===== src/rtl/fir4_mac.sv =====
// fir4_mac: 4-tap FIR filter built around a single multiply-accumulate unit.
// A sample is accepted in IDLE, four products c[k]*x[k] are accumulated on
// four consecutive clocks (MAC), and the scaled, saturated result is held in
// HOLD until the consumer takes it.
//
// Ports:
//   clk        : clock, all state changes on the rising edge
//   rst_n      : asynchronous active-low reset
//   in_valid   : in_sample is valid this cycle
//   in_ready   : block accepts a sample this cycle (IDLE only)
//   in_sample  : signed 8-bit input sample
//   coef_we    : coefficient write strobe (honoured in IDLE only)
//   coef_addr  : tap index 0..3
//   coef_data  : signed Q0.7 coefficient
//   out_valid  : out_sample holds a result
//   out_ready  : consumer accepts the result this cycle
//   out_sample : signed 8-bit filtered result
//   busy       : high in MAC or HOLD
module fir4_mac (
  input  logic       clk,
  input  logic       rst_n,
  input  logic       in_valid,
  output logic       in_ready,
  input  logic [7:0] in_sample,
  input  logic       coef_we,
  input  logic [1:0] coef_addr,
  input  logic [7:0] coef_data,
  output logic       out_valid,
  input  logic       out_ready,
  output logic [7:0] out_sample,
  output logic       busy
);

  typedef enum logic [1:0] {IDLE, MAC, HOLD} state_t;

  state_t            state;
  logic signed [7:0] x [4];
  logic signed [7:0] c [4];
  logic signed [17:0] acc;
  logic [1:0]        tap;

  logic signed [15:0] prod;
  logic signed [17:0] sum;
  logic signed [17:0] shr;
  logic [7:0]         result;

  // One product per clock, selected by the tap counter.
  always_comb begin
    prod = c[tap] * x[tap];
  end

  // Running sum including the current product; on the last tap this is the
  // full filter sum. Scaling is a floor shift by 7 followed by saturation.
  always_comb begin
    sum = acc + $signed({{2{prod[15]}}, prod});
    shr = sum >>> 7;
    if (shr > 18'sd127) begin
      result = 8'h7F;
    end else if (shr < -18'sd128) begin
      result = 8'h80;
    end else begin
      result = shr[7:0];
    end
  end

  always_comb begin
    in_ready = (state == IDLE);
    busy     = (state != IDLE);
  end

  always_ff @(posedge clk or negedge rst_n) begin
    if (!rst_n) begin
      state      <= IDLE;
      for (int unsigned i = 0; i < 4; i++) begin
        x[i] <= '0;
        c[i] <= '0;
      end
      acc        <= '0;
      tap        <= '0;
      out_valid  <= 1'b0;
      out_sample <= '0;
    end else begin
      case (state)
        IDLE: begin
          // A coefficient write and a sample accept on the same edge both
          // land; the following MAC pass sees the new coefficient.
          if (coef_we) begin
            c[coef_addr] <= coef_data;
          end
          if (in_valid) begin
            x[3]  <= x[2];
            x[2]  <= x[1];
            x[1]  <= x[0];
            x[0]  <= in_sample;
            acc   <= '0;
            tap   <= '0;
            state <= MAC;
          end
        end
        MAC: begin
          acc <= sum;
          if (tap == 2'd3) begin
            out_sample <= result;
            out_valid  <= 1'b1;
            state      <= HOLD;
          end else begin
            tap <= tap + 2'd1;
          end
        end
        HOLD: begin
          if (out_ready) begin
            out_valid <= 1'b0;
            state     <= IDLE;
          end
        end
        default: state <= IDLE;
      endcase
    end
  end

endmodule


===== config.mk =====
export PLATFORM = sky130hd
export DESIGN_NAME = fir4_mac
export DESIGN_NICKNAME = d
export VERILOG_FILES = /design/src/rtl/fir4_mac.sv
export SDC_FILE = /design/constraint.sdc
export NUM_CORES = 1
export LEC_CHECK = 0
export ABC_AREA = 1
export BUFFER_PORTS_ARGS = -buffer_cell sky130_fd_sc_hd__buf_2
export CAP_MARGIN = 20
export CORE_UTILIZATION = 35
export DETAILED_ROUTE_END_ITERATION = 8
export PLACE_DENSITY = 0.59
export RECOVER_POWER = 100
export SETUP_SLACK_MARGIN = 0.3
export SLEW_MARGIN = 20
export SYNTH_ARGS = -nofsm -noshare
export SYNTH_HDL_FRONTEND = slang
export SYNTH_SLANG_ARGS = --single-unit

===== constraint.sdc =====
create_clock -name clk -period 11.2 [get_ports clk]
set_input_delay 2.24 -clock clk [delete_from_list [all_inputs] [get_ports clk]]
set_output_delay 2.24 -clock clk [all_outputs]
set_load 0.005 [all_outputs]

==> metrics <==
uppermost layer routed=met4; final hold vios=0; DRC errors left=0; Clock Root Buffer=clkbuf_16; family with the most delay on the worst path=buffers and inverters; n_diodes=0; headroom to the max-slew limit=-86.4%; row count=53; Slew @ Worst Pin=2.80 ns; CTS tree=built; Die Height=150 um; IO Port Bufs=33; Fmax=120 MHz; Worst Setup Path Type=flip-flop to flip-flop; post-layout net count=1,108; drt pass-1 iters=5; failing checks=max-capacitance violations, max-slew violations; synthesized area per cell=8.18 um^2; synthesized net count=1,083; number of library cell types mapped by synthesis=32; total grt overflow=0; Setup crit start kind=flip-flop; post-CTS setup buffers=0; crit-path max cell delay=1.24 ns; YS warnings=0; Crit-path slowest cell=clkbuf_1; vias in the first global route=5,848; Initial Util=36.1%; clk_lat worst skew=0.36 ns; Cell Area, Synth=7660 um^2; Via density=4.64; Final Cycle Share=74.5%; largest net degree at the start of global routing=54; Iter 0 DRT Violations=274; initial antenna violation count=0; Synth Register Bits=95; CTS Hold Bufs=0; clock sink count=95; wire length on met3=407 um; Setup violations, final=0; clk buf depth=2; CP required=11.42 ns; Area Overhead vs Synth=9.37%; width of the die=150 um; post_cts resized=0; max_cap viols=3; Detail Route Antenna Nets=0; io pins=34; CP Buf/Inv Count=6; RSZ-0062 raised after global routing=no; metal2 WL=7160 um; Die Area=22,500 um^2; Reg area=2380 um^2; Tmin final=8.34 ns; cells after synthesis=937; detailed placement HPWL=13,000 um; CP dominant cell by count=nand2_1; WL final=16,400 um; fin. max-slew vios=141; CP Capture Type=flip-flop; Post-Route M1 WL=8560 um; multi-input logic area=4390 um^2; Final GP Congestion=0.860; register area share after synthesis=31.0%; status=finished, violations left; commonest non-fill, non-tap cell in the layout=nand2_1; Total GRT Usage=16.6%; clock slew at reported path FFs=0.08 ns; most frequent cells in the layout=nand2_1 (249), inv_1 (202), dfrtp_1 (95); share of cells above drive strength 1=6.41%; setup TNS=0 ns; crit path max fanout=42; routed wire length per instance=13.2 um; htree depth=3; via count=5,769; area of the core=21,200 um^2; Fill cells=2,201; Clock Skews=0.0187 ns; global-route wire length before repair=29,000 um; crit path DAT=8.56 ns; CTS buffer count=9; worst hold path class=flip-flop to flip-flop
Yosys cell counts (all sizes together):
| master | n | area, um^2 |
|---|---|---|
| a21oi | 30 | 161 |
| a22o | 4 | 35.0 |
| a31oi | 1 | 6.26 |
| a32oi | 16 | 178 |
| buf | 10 | 52.6 |
| clkbuf | 13 | 48.8 |
| clkinv | 2 | 7.51 |
| dfrtp | 95 | 2380 |
| fa | 80 | 1600 |
| ha | 43 | 538 |
| inv | 203 | 762 |
| nand2 | 252 | 966 |
| nand3 | 24 | 135 |
| nand4 | 6 | 37.5 |
| nor2 | 66 | 260 |
| o21ai | 80 | 404 |
| o21bai | 1 | 7.51 |
| o22ai | 3 | 18.8 |
| or2 | 1 | 6.26 |
| xnor2 | 2 | 17.5 |
| xor2 | 5 | 43.8 |
state kept, by name, summed over array words and instances (netlist names):
| signal | count |
|---|---|
| x | 32 |
| acc | 18 |
| out_sample | 8 |
| tap | 2 |
| out_valid | 1 |
| state | 2 |
| c | 32 |
cells by family after synthesis:
family | synth area share (%)
and+or+nand+nor | 18.3
buffers and inverters | 11.4
AOI/OAI and AO/OA | 10.6
adders and majority gates | 27.9
DFF | 31.0
xor gates and xnor gates | 0.800
cell type report:
| cell class | instances | area share [%] |
|---|---|---|
| clock buffer | 9 | 2.69 |
| clock inverter | 7 | 1.19 |
| inverter | 205 | 9.18 |
| multi-input combinational | 614 | 52.3 |
| sequential | 95 | 28.4 |
| tap | 275 | 4.10 |
| timing repair buffer | 37 | 2.15 |
worst paths after layout:
kind                                       startpoint                        end  slack [ns]  cells after the start
worst max-delay path               tap[0]$_DFFE_PN0P_  out_sample[4]$_DFFE_PN0P_        2.86                     25
worst min-delay path            out_valid$_DFFE_PN0P_      out_valid$_DFFE_PN0P_        0.48                      2
worst max register to register     tap[0]$_DFFE_PN0P_  out_sample[4]$_DFFE_PN0P_        2.86                     25
worst min register to register  out_valid$_DFFE_PN0P_      out_valid$_DFFE_PN0P_        0.48                      2
max in group asynchronous                       rst_n         acc[3]$_DFFE_PN0P_        5.06                      2
min in group asynchronous                       rst_n          c[18]$_DFFE_PN0P_        2.58                      1
worst register-to-register path, cell delays in order, from the launching register on:
cell,delay (ns)
dfrtp_1,0.32
clkbuf_1,1.24
clkinv_1,1.22
nand2_1,0.25
a32oi_1,0.19
inv_1,0.23
nor2_1,0.28
inv_1,0.15
fa_1,0.42
inv_1,0.09
fa_1,0.44
fa_1,0.49
fa_1,0.58
fa_1,0.43
ha_1,0.39
nand2_1,0.11
nor2_1,0.11
nand2_1,0.07
nand3_1,0.13
nand2_1,0.08
nand2_1,0.11
clkinv_1,0.09
nand2_1,0.07
nand2_1,0.09
a21oi_1,0.47
a21oi_1,0.14
metrics by stage:
step / util (%) / std cells / worst slack [ns] / hold slack, ns / area (um^2)
global placement: 38.2 / 1226 / 4.33 / 0.456 / 8110
global route: 39.5 / 1242 / 2.08 / 0.502 / 8380
finish: 39.5 / 1242 / 2.86 / 0.476 / 8380
detailed placement: 38.2 / 1226 / 4.20 / 0.461 / 8110
CTS: 39.7 / 1242 / 4.19 / 0.482 / 8430
floorplan: - / 937 / 5.42 / 0.453 / 7660
metal layers:
metal	global-route usage, %	up-vias
li1	-	2911
met1	24.3	2761
met2	25.3	81
met3	2.23	16
met4	4.80	0
met5	0	-
Power is not shown: default switching activity piles up to over one toggle a cycle in this logic, so the estimate is an artifact.
